**config.mk**
```make
export PLATFORM = sky130hd
export DESIGN_NAME = fp16_add_arbiter_flat
export DESIGN_NICKNAME = d
export VERILOG_FILES = /design/src/rtl/fp16_add_arbiter_if.sv /design/src/rtl/fp16_add_arbiter.sv /design/src/flat_wrapper.sv
export SDC_FILE = /design/constraint.sdc
export NUM_CORES = 1
export LEC_CHECK = 0
export ABC_AREA = 1
export CAP_MARGIN = 25
export CORE_MARGIN = 3
export CORE_UTILIZATION = 40
export CTS_BUF_LIST = sky130_fd_sc_hd__clkbuf_4
export DETAILED_ROUTE_END_ITERATION = 10
export GPL_ROUTABILITY_DRIVEN = 0
export GPL_TIMING_DRIVEN = 1
export PLACE_DENSITY = 0.67
export SLEW_MARGIN = 10
export SYNTH_ARGS = -nofsm -noshare
export SYNTH_HDL_FRONTEND = slang
export SYNTH_SLANG_ARGS = --single-unit
```
**constraint.sdc**
```tcl
create_clock -name clk -period 20.3 [get_ports clk]
set_input_delay 5.075 -clock clk [delete_from_list [all_inputs] [get_ports clk]]
set_output_delay 5.075 -clock clk [all_outputs]
set_load 0.005 [all_outputs]
```
**src/rtl/fp16_add_arbiter_if.sv**
```systemverilog
// Requester/response bundle for fp16_add_arbiter: NUM_REQ operand ports in,
// one tagged result port out.
interface fp16_add_arbiter_if #(
    parameter int FLOAT_WIDTH = 16,
    parameter int NUM_REQ     = 4,
    parameter int ID_WIDTH    = 2
);
    logic [NUM_REQ-1:0]                  req_valid;
    logic [NUM_REQ-1:0]                  req_ready;
    logic [NUM_REQ-1:0][FLOAT_WIDTH-1:0] req_a;
    logic [NUM_REQ-1:0][FLOAT_WIDTH-1:0] req_b;
    logic [NUM_REQ-1:0]                  req_sub;
    logic                                resp_valid;
    logic                                resp_ready;
    logic [FLOAT_WIDTH-1:0]              resp_data;
    logic [ID_WIDTH-1:0]                 resp_id;

    modport master (
        output req_valid, req_a, req_b, req_sub, resp_ready,
        input  req_ready, resp_valid, resp_data, resp_id
    );

    modport slave (
        input  req_valid, req_a, req_b, req_sub, resp_ready,
        output req_ready, resp_valid, resp_data, resp_id
    );
endinterface

```
**src/rtl/fp16_add_arbiter.sv**
```systemverilog
// Round-robin sharing of one float_add among NUM_REQ requesters, one op in flight.
// Optional macro FADD_ARB_SUB_EN: per-request subtract (flips B's sign before the adder).

module float_add #(
    parameter int FLOAT_WIDTH    = 16,
    parameter int MANTISSA_WIDTH = 10,
    parameter int EXPONENT_WIDTH = 5
) (
    input  logic [FLOAT_WIDTH-1:0]    float_a,
    input  logic [FLOAT_WIDTH-1:0]    float_b,
    output logic [FLOAT_WIDTH-1:0]    res,
    output logic [MANTISSA_WIDTH+4:0] fraction_sum
);
    localparam int MW = MANTISSA_WIDTH;
    localparam int EW = EXPONENT_WIDTH;
    // hidden bit + fraction + guard/round/sticky
    localparam int SW = MW + 4;

    logic          sa, sb;
    logic [EW-1:0] ea, eb, ea_eff, eb_eff;
    logic [MW-1:0] fa, fb;
    logic [SW-1:0] ma, mb;

    assign {sa, ea, fa} = float_a;
    assign {sb, eb, fb} = float_b;
    assign ea_eff = (ea == '0) ? EW'(1) : ea;
    assign eb_eff = (eb == '0) ? EW'(1) : eb;
    assign ma     = {|ea, fa, 3'b000};
    assign mb     = {|eb, fb, 3'b000};

    logic          a_ge, s_l, s_s, sub_op, g, r, st;
    logic [EW-1:0] e_l, e_s, diff;
    logic [SW-1:0] m_l, m_s, m_sh, mask, norm;
    logic [SW:0]   raw;
    logic [EW+1:0] e_w, e_out;
    logic [MW+1:0] rnd;
    logic [MW-1:0] frac;
    logic          a_nan, b_nan, a_inf, b_inf;

    always_comb begin
        a_ge   = {ea, fa} >= {eb, fb};
        s_l    = a_ge ? sa : sb;
        s_s    = a_ge ? sb : sa;
        e_l    = a_ge ? ea_eff : eb_eff;
        e_s    = a_ge ? eb_eff : ea_eff;
        m_l    = a_ge ? ma : mb;
        m_s    = a_ge ? mb : ma;
        diff   = e_l - e_s;
        mask   = ~({SW{1'b1}} << diff);
        if (int'(diff) >= SW) m_sh = {{(SW-1){1'b0}}, |m_s};
        else                  m_sh = (m_s >> diff) | {{(SW-1){1'b0}}, |(m_s & mask)};

        // magnitude ordering above guarantees the subtraction never goes negative
        sub_op = s_l ^ s_s;
        raw    = sub_op ? ({1'b0, m_l} - {1'b0, m_sh}) : ({1'b0, m_l} + {1'b0, m_sh});
        e_w    = {2'b00, e_l};

        if (raw[SW]) begin
            norm = raw[SW:1] | {{(SW-1){1'b0}}, raw[0]};
            e_w  = e_w + 1'b1;
        end else begin
            norm = raw[SW-1:0];
            for (int i = 0; i < SW; i++) begin
                if (!norm[SW-1] && e_w > (EW+2)'(1)) begin
                    norm = norm << 1;
                    e_w  = e_w - 1'b1;
                end
            end
        end

        g   = norm[2];
        r   = norm[1];
        st  = norm[0];
        rnd = {1'b0, norm[SW-1:3]} + (MW+2)'(g & (r | st | norm[3]));
        if (rnd[MW+1]) begin
            e_out = e_w + 1'b1;
            frac  = '0;
        end else begin
            e_out = rnd[MW] ? e_w : '0;
            frac  = rnd[MW-1:0];
        end

        res = {s_l, e_out[EW-1:0], frac};
        if (e_out >= (EW+2)'((1 << EW) - 1)) res = {s_l, {EW{1'b1}}, {MW{1'b0}}};
        if (raw == '0)                       res = {sa & sb, {(FLOAT_WIDTH-1){1'b0}}};

        a_nan = (&ea) && (fa != '0);
        b_nan = (&eb) && (fb != '0);
        a_inf = (&ea) && (fa == '0);
        b_inf = (&eb) && (fb == '0);
        if (a_nan || b_nan || (a_inf && b_inf && (sa != sb)))
            res = {1'b0, {EW{1'b1}}, 1'b1, {(MW-1){1'b0}}};
        else if (a_inf)
            res = float_a;
        else if (b_inf)
            res = float_b;

        fraction_sum = raw;
    end
endmodule

module fp16_add_arbiter #(
    parameter int FLOAT_WIDTH    = 16,
    parameter int MANTISSA_WIDTH = 10,
    parameter int EXPONENT_WIDTH = 5,
    parameter int NUM_REQ        = 4,
    parameter int ID_WIDTH       = 2
) (
    input  logic                clk,
    input  logic                rst,
    fp16_add_arbiter_if.slave   bus,
    output logic                busy,
    output logic [15:0]         op_count
);
    typedef enum logic [1:0] {S_IDLE, S_EXEC, S_RESP} state_t;

    typedef struct packed {
        logic [FLOAT_WIDTH-1:0] a;
        logic [FLOAT_WIDTH-1:0] b;
    } op_t;

    state_t                 state_q, state_d;
    op_t                    op_q, op_d;
    logic [ID_WIDTH-1:0]    id_q, id_d;
    logic [ID_WIDTH-1:0]    rr_ptr_q, rr_ptr_d;
    logic [FLOAT_WIDTH-1:0] resp_data_q, resp_data_d;
    logic [15:0]            op_count_q, op_count_d;

    logic                   grant_vld;
    logic [ID_WIDTH-1:0]    grant_id;
    logic [NUM_REQ-1:0]     ready;
    logic [FLOAT_WIDTH-1:0] add_b, add_res;

`ifdef FADD_ARB_SUB_EN
    logic sub_q, sub_d;
`else
    logic unused_sub;
    assign unused_sub = ^bus.req_sub;
`endif

    // first valid requester at or above rr_ptr, wrapping
    always_comb begin
        int idx;
        grant_vld = 1'b0;
        grant_id  = '0;
        idx       = 0;
        for (int k = 0; k < NUM_REQ; k++) begin
            idx = int'(rr_ptr_q) + k;
            if (idx >= NUM_REQ) idx = idx - NUM_REQ;
            if (!grant_vld && bus.req_valid[idx]) begin
                grant_vld = 1'b1;
                grant_id  = ID_WIDTH'(idx);
            end
        end
    end

    always_comb begin
        ready = '0;
        if (state_q == S_IDLE && grant_vld) ready[grant_id] = 1'b1;
    end

    always_comb begin
        state_d     = state_q;
        op_d        = op_q;
        id_d        = id_q;
        rr_ptr_d    = rr_ptr_q;
        resp_data_d = resp_data_q;
        op_count_d  = op_count_q;
`ifdef FADD_ARB_SUB_EN
        sub_d       = sub_q;
`endif
        unique case (state_q)
            S_IDLE: begin
                if (grant_vld) begin
                    op_d.a   = bus.req_a[grant_id];
                    op_d.b   = bus.req_b[grant_id];
                    id_d     = grant_id;
                    rr_ptr_d = (grant_id == ID_WIDTH'(NUM_REQ - 1)) ? '0 : grant_id + 1'b1;
                    state_d  = S_EXEC;
`ifdef FADD_ARB_SUB_EN
                    sub_d    = bus.req_sub[grant_id];
`endif
                end
            end
            S_EXEC: begin
                resp_data_d = add_res;
                state_d     = S_RESP;
            end
            S_RESP: begin
                if (bus.resp_ready) begin
                    op_count_d = op_count_q + 16'd1;
                    state_d    = S_IDLE;
                end
            end
            default: state_d = S_IDLE;
        endcase
    end

    always_ff @(posedge clk or posedge rst) begin
        if (rst) begin
            state_q     <= S_IDLE;
            op_q        <= '0;
            id_q        <= '0;
            rr_ptr_q    <= '0;
            resp_data_q <= '0;
            op_count_q  <= '0;
`ifdef FADD_ARB_SUB_EN
            sub_q       <= 1'b0;
`endif
        end else begin
            state_q     <= state_d;
            op_q        <= op_d;
            id_q        <= id_d;
            rr_ptr_q    <= rr_ptr_d;
            resp_data_q <= resp_data_d;
            op_count_q  <= op_count_d;
`ifdef FADD_ARB_SUB_EN
            sub_q       <= sub_d;
`endif
        end
    end

`ifdef FADD_ARB_SUB_EN
    assign add_b = {op_q.b[FLOAT_WIDTH-1] ^ sub_q, op_q.b[FLOAT_WIDTH-2:0]};
`else
    assign add_b = op_q.b;
`endif

    float_add #(
        .FLOAT_WIDTH   (FLOAT_WIDTH),
        .MANTISSA_WIDTH(MANTISSA_WIDTH),
        .EXPONENT_WIDTH(EXPONENT_WIDTH)
    ) u_add (
        .float_a     (op_q.a),
        .float_b     (add_b),
        .res         (add_res),
        .fraction_sum()
    );

    assign bus.req_ready  = ready;
    assign bus.resp_valid = (state_q == S_RESP);
    assign bus.resp_data  = resp_data_q;
    assign bus.resp_id    = id_q;
    assign busy           = (state_q != S_IDLE);
    assign op_count       = op_count_q;
endmodule

```
**src/flat_wrapper.sv**
```systemverilog
// flat-port wrapper written by rule: the top's interface ports become plain ports
module fp16_add_arbiter_flat 
#(
    parameter int FLOAT_WIDTH    = 16,
    parameter int MANTISSA_WIDTH = 10,
    parameter int EXPONENT_WIDTH = 5,
    parameter int NUM_REQ        = 4,
    parameter int ID_WIDTH       = 2
)
  (clk, rst, busy, op_count, bus_req_valid, bus_req_a, bus_req_b, bus_req_sub, bus_resp_ready, bus_req_ready, bus_resp_valid, bus_resp_data, bus_resp_id);
  fp16_add_arbiter_if #(.FLOAT_WIDTH(FLOAT_WIDTH), .NUM_REQ(NUM_REQ), .ID_WIDTH(ID_WIDTH)) bus_i ();
  input  logic clk;
  input  logic rst;
  output logic busy;
  output logic [15:0] op_count;
  input wire logic [$bits(bus_i.req_valid)-1:0] bus_req_valid;
  input wire logic [$bits(bus_i.req_a)-1:0] bus_req_a;
  input wire logic [$bits(bus_i.req_b)-1:0] bus_req_b;
  input wire logic [$bits(bus_i.req_sub)-1:0] bus_req_sub;
  input wire logic [$bits(bus_i.resp_ready)-1:0] bus_resp_ready;
  output wire logic [$bits(bus_i.req_ready)-1:0] bus_req_ready;
  output wire logic [$bits(bus_i.resp_valid)-1:0] bus_resp_valid;
  output wire logic [$bits(bus_i.resp_data)-1:0] bus_resp_data;
  output wire logic [$bits(bus_i.resp_id)-1:0] bus_resp_id;
  assign bus_i.req_valid = bus_req_valid;
  assign bus_i.req_a = bus_req_a;
  assign bus_i.req_b = bus_req_b;
  assign bus_i.req_sub = bus_req_sub;
  assign bus_i.resp_ready = bus_resp_ready;
  assign bus_req_ready = bus_i.req_ready;
  assign bus_resp_valid = bus_i.resp_valid;
  assign bus_resp_data = bus_i.resp_data;
  assign bus_resp_id = bus_i.resp_id;
  fp16_add_arbiter #(.FLOAT_WIDTH(FLOAT_WIDTH), .MANTISSA_WIDTH(MANTISSA_WIDTH), .EXPONENT_WIDTH(EXPONENT_WIDTH), .NUM_REQ(NUM_REQ), .ID_WIDTH(ID_WIDTH)) u_core (.clk(clk), .rst(rst), .bus(bus_i), .busy(busy), .op_count(op_count));
endmodule
```
==> results_dict.tcl <==
set metrics [dict create \
    synth_edf_count 0 \
    drt_pre_antenna_iters 5 \
    grt-ovfl-total 0 \
    synth_async_sr_flop_share_pct 100 \
    portBuffers 174 \
    vias 17100 \
    end_kind "flip-flop" \
    track_usage_pct 20.7 \
    clk-insertion-delay-late_ps 420 \
    clk_pin_slew_ps 130 \
    nets 3061 \
    critical_path_arrival_ps 19170 \
    stdcell_area_sq_um 18300 \
    cp-start-kind "flip-flop" \
    ios 179 \
    fp.coreArea_sq_um 37000 \
    drt_iter0_drc 1188 \
    max_cap_violations 0 \
    fmaxAchievable_ghz 0.0532 \
    grt_pass1_wl_microns 72900 \
    drc 0 \
    cts.sinks 70 \
    initial_core_util_pct 41.0 \
    fp-row-count 70 \
    cp_max_fo 25 \
    fin_util_pct 49.5 \
    critPathRequiredTime_ps 20670 \
    worstMarginPinSlew_ps 885 \
    die-area_sq_um 40300 \
    slowest_stage "a211oi_1" \
    synth_warnings 0 \
    clockBufferDepth 2 \
    synthesis.area_sq_um 15200 \
    hp-class "flip-flop to flip-flop" \
    antenna_found_initial 1 \
    yosysSeqAreaShare_pct 11.5 \
    synthFlopType "dfrtp_1" \
    cts_buffers 9 \
    status "completed" \
    first_global_vias 15600 \
    min_period_over_period_pct 92.6 \
    viasPerCell 5.08 \
    hold_buffers 0 \
    syn_nets 2856 \
    fin_worst_skew_ps 18.5 \
    layout_min_cycle_time_ps 18800 \
    clockRootBuffer "clkbuf_4" \
    placed_area_sq_um 17300 \
    syn_inst 2648 \
    finalMaxSlewViolations 0 \
    cts_htree_levels 3 \
    hold_viol_final 0 \
    grt_max_degree 71 \
    slew_headroom_pct 41.0 \
    fp.dieH_microns 201 \
    dpl.hpwl_microns 35300 \
    ys_ff_latch 70 \
    crit_path_max_incr_delay_ps 560 \
    avgSynthCellArea_sq_um 5.73 \
    synth_cell_types 64 \
    routed_wl_microns 44500 \
    area_delta_synth_final_pct 20.7 \
    routedWlPerCell_microns 13.2 \
    critical_path_class "flip-flop to flip-flop" \
    cts_tree "built" \
    die_w_microns 201 \
    layout-drive-gt1-share_pct 17.3 \
    cpMostUsedCell "nand2_1" \
    final-setup-viol-count 0 \
    ant_nets 0 \
]
## layout by cell type, fill, tap and decap left out, types with 7 or more instances in the layout
cell	count
clkinv_1	10
buf_4	89
o21ai_2	14
o21ai_1	19
xnor2_1	19
or2_2	8
nand2_4	42
a21oi_1	40
nand3_1	186
a21oi_2	7
o221ai_1	26
nand2_2	118
o21ai_0	259
clkbuf_4	10
xor2_1	41
o22ai_1	8
nand3_4	15
inv_1	348
nand2_1	751
a31oi_1	9
ha_1	60
dfrtp_1	65
inv_2	41
clkdlybuf4s50_1	174
nor4_1	8
nor2_4	26
nand4_1	64
nand3b_1	9
nor2_1	219
nand3_2	33
nor3_1	22
nor2_2	33
## worst paths after layout
check / slack [ps] / cells past startpoint / startpoint / endpoint
setup / recovery: 1500 / 143 / u_core.op_q[28] / u_core.bus.resp_data[1]
hold / removal: 480 / 1 / u_core.op_count[15] / u_core.op_count[15]
setup reg to reg: 1500 / 143 / u_core.op_q[28] / u_core.bus.resp_data[1]
hold reg to reg: 480 / 1 / u_core.op_count[15] / u_core.op_count[15]
max in group asynchronous: 14450 / 3 / rst / u_core.add_b[13]
min in group asynchronous: 5210 / 3 / rst / u_core.op_count[11]
## synth_stat cells (19+ instances only)
cell type | count | area [sq um]
xnor2_1 | 19 | 166
inv_1 | 355 | 1330
nor2_1 | 227 | 852
xor2_1 | 41 | 359
nand3_2 | 31 | 310
o21ai_1 | 22 | 110
inv_2 | 38 | 143
nand4_1 | 64 | 400
nand2_4 | 32 | 360
nand3_1 | 187 | 936
dfrtp_1 | 70 | 1750
o221ai_1 | 26 | 228
clkbuf_1 | 46 | 173
nand2_1 | 759 | 2850
o21ai_0 | 259 | 1300
nor2_2 | 28 | 175
nor2_4 | 23 | 259
ha_1 | 69 | 863
nor3_1 | 24 | 120
nand2_2 | 116 | 726
a21oi_1 | 43 | 215
## layer usage
layer  wire (microns)  part of all wire, %  track usage [%]
met5                0                    0                0
met4              969                  2.2             4.52
met3             2020                  4.5             2.22
met2            22400                   50             39.2
met1            19100                   43             25.2
## final cells by class
type	count	area (sq um)
fill	3834	18700
tap	504	631
clock inverter	7	81.3
clock buffer	9	67.6
multi-input combinational	2092	11700
timing repair inverter	1	7.51
timing repair buffer	272	2570
sequential	70	1760
inverter	407	1550
antenna	1	2.50
## sequential cells by signal, summed over array words and instances (netlist names)
signal / cells
u_core.add_b: 16
u_core.bus.resp_data: 16
u_core.rr_ptr_q: 2
u_core.op_q: 16
u_core.bus.resp_id: 2
u_core.state_q: 2
u_core.op_count: 16
## repair_timing
action                     in CTS  in global routing
setup endpoints to repair      15                 15
buffers inserted                0                 65
pin swaps                       0                 26
gates cloned                    0                 10
gates resized for setup         2                 75
## cells by family after synthesis
family,count (synthesis),synth area share [%]
AO/OA/AOI/OAI,409,15.3
flip-flops,70,11.5
buffers and inverters,494,13.8
multiplexers,4,0.272
AND/OR/NAND/NOR,1540,49.6
adder cells (fa/ha/maj),69,5.69
XOR/XNOR,62,3.75
## stage by stage
step | instances | hold slack, ps | setup TNS [ps] | setup slack, ps
final | 3363 | 475 | 0 | 1500
after global routing | 3363 | 508 | -2010 | -195
after CTS | 3286 | 478 | 0 | 70.3
after detailed placement | 3270 | 459 | -672 | -92.7
after global placement | 3270 | 458 | 0 | 362
after floorplan | 2648 | 459 | 0 | 2180
## critical path, delay by kind of cell (launching register included)
family | cells | cell delay [ps]
and+or+nand+nor | 98 | 10630
adders and majority gates | 14 | 3290
buffers and inverters | 20 | 1850
AOI/OAI and AO/OA | 8 | 1840
xor gates and xnor gates | 3 | 580
DFF | 1 | 490
Power is not shown: default switching activity piles up to over one toggle a cycle in this logic, so the estimate is an artifact.
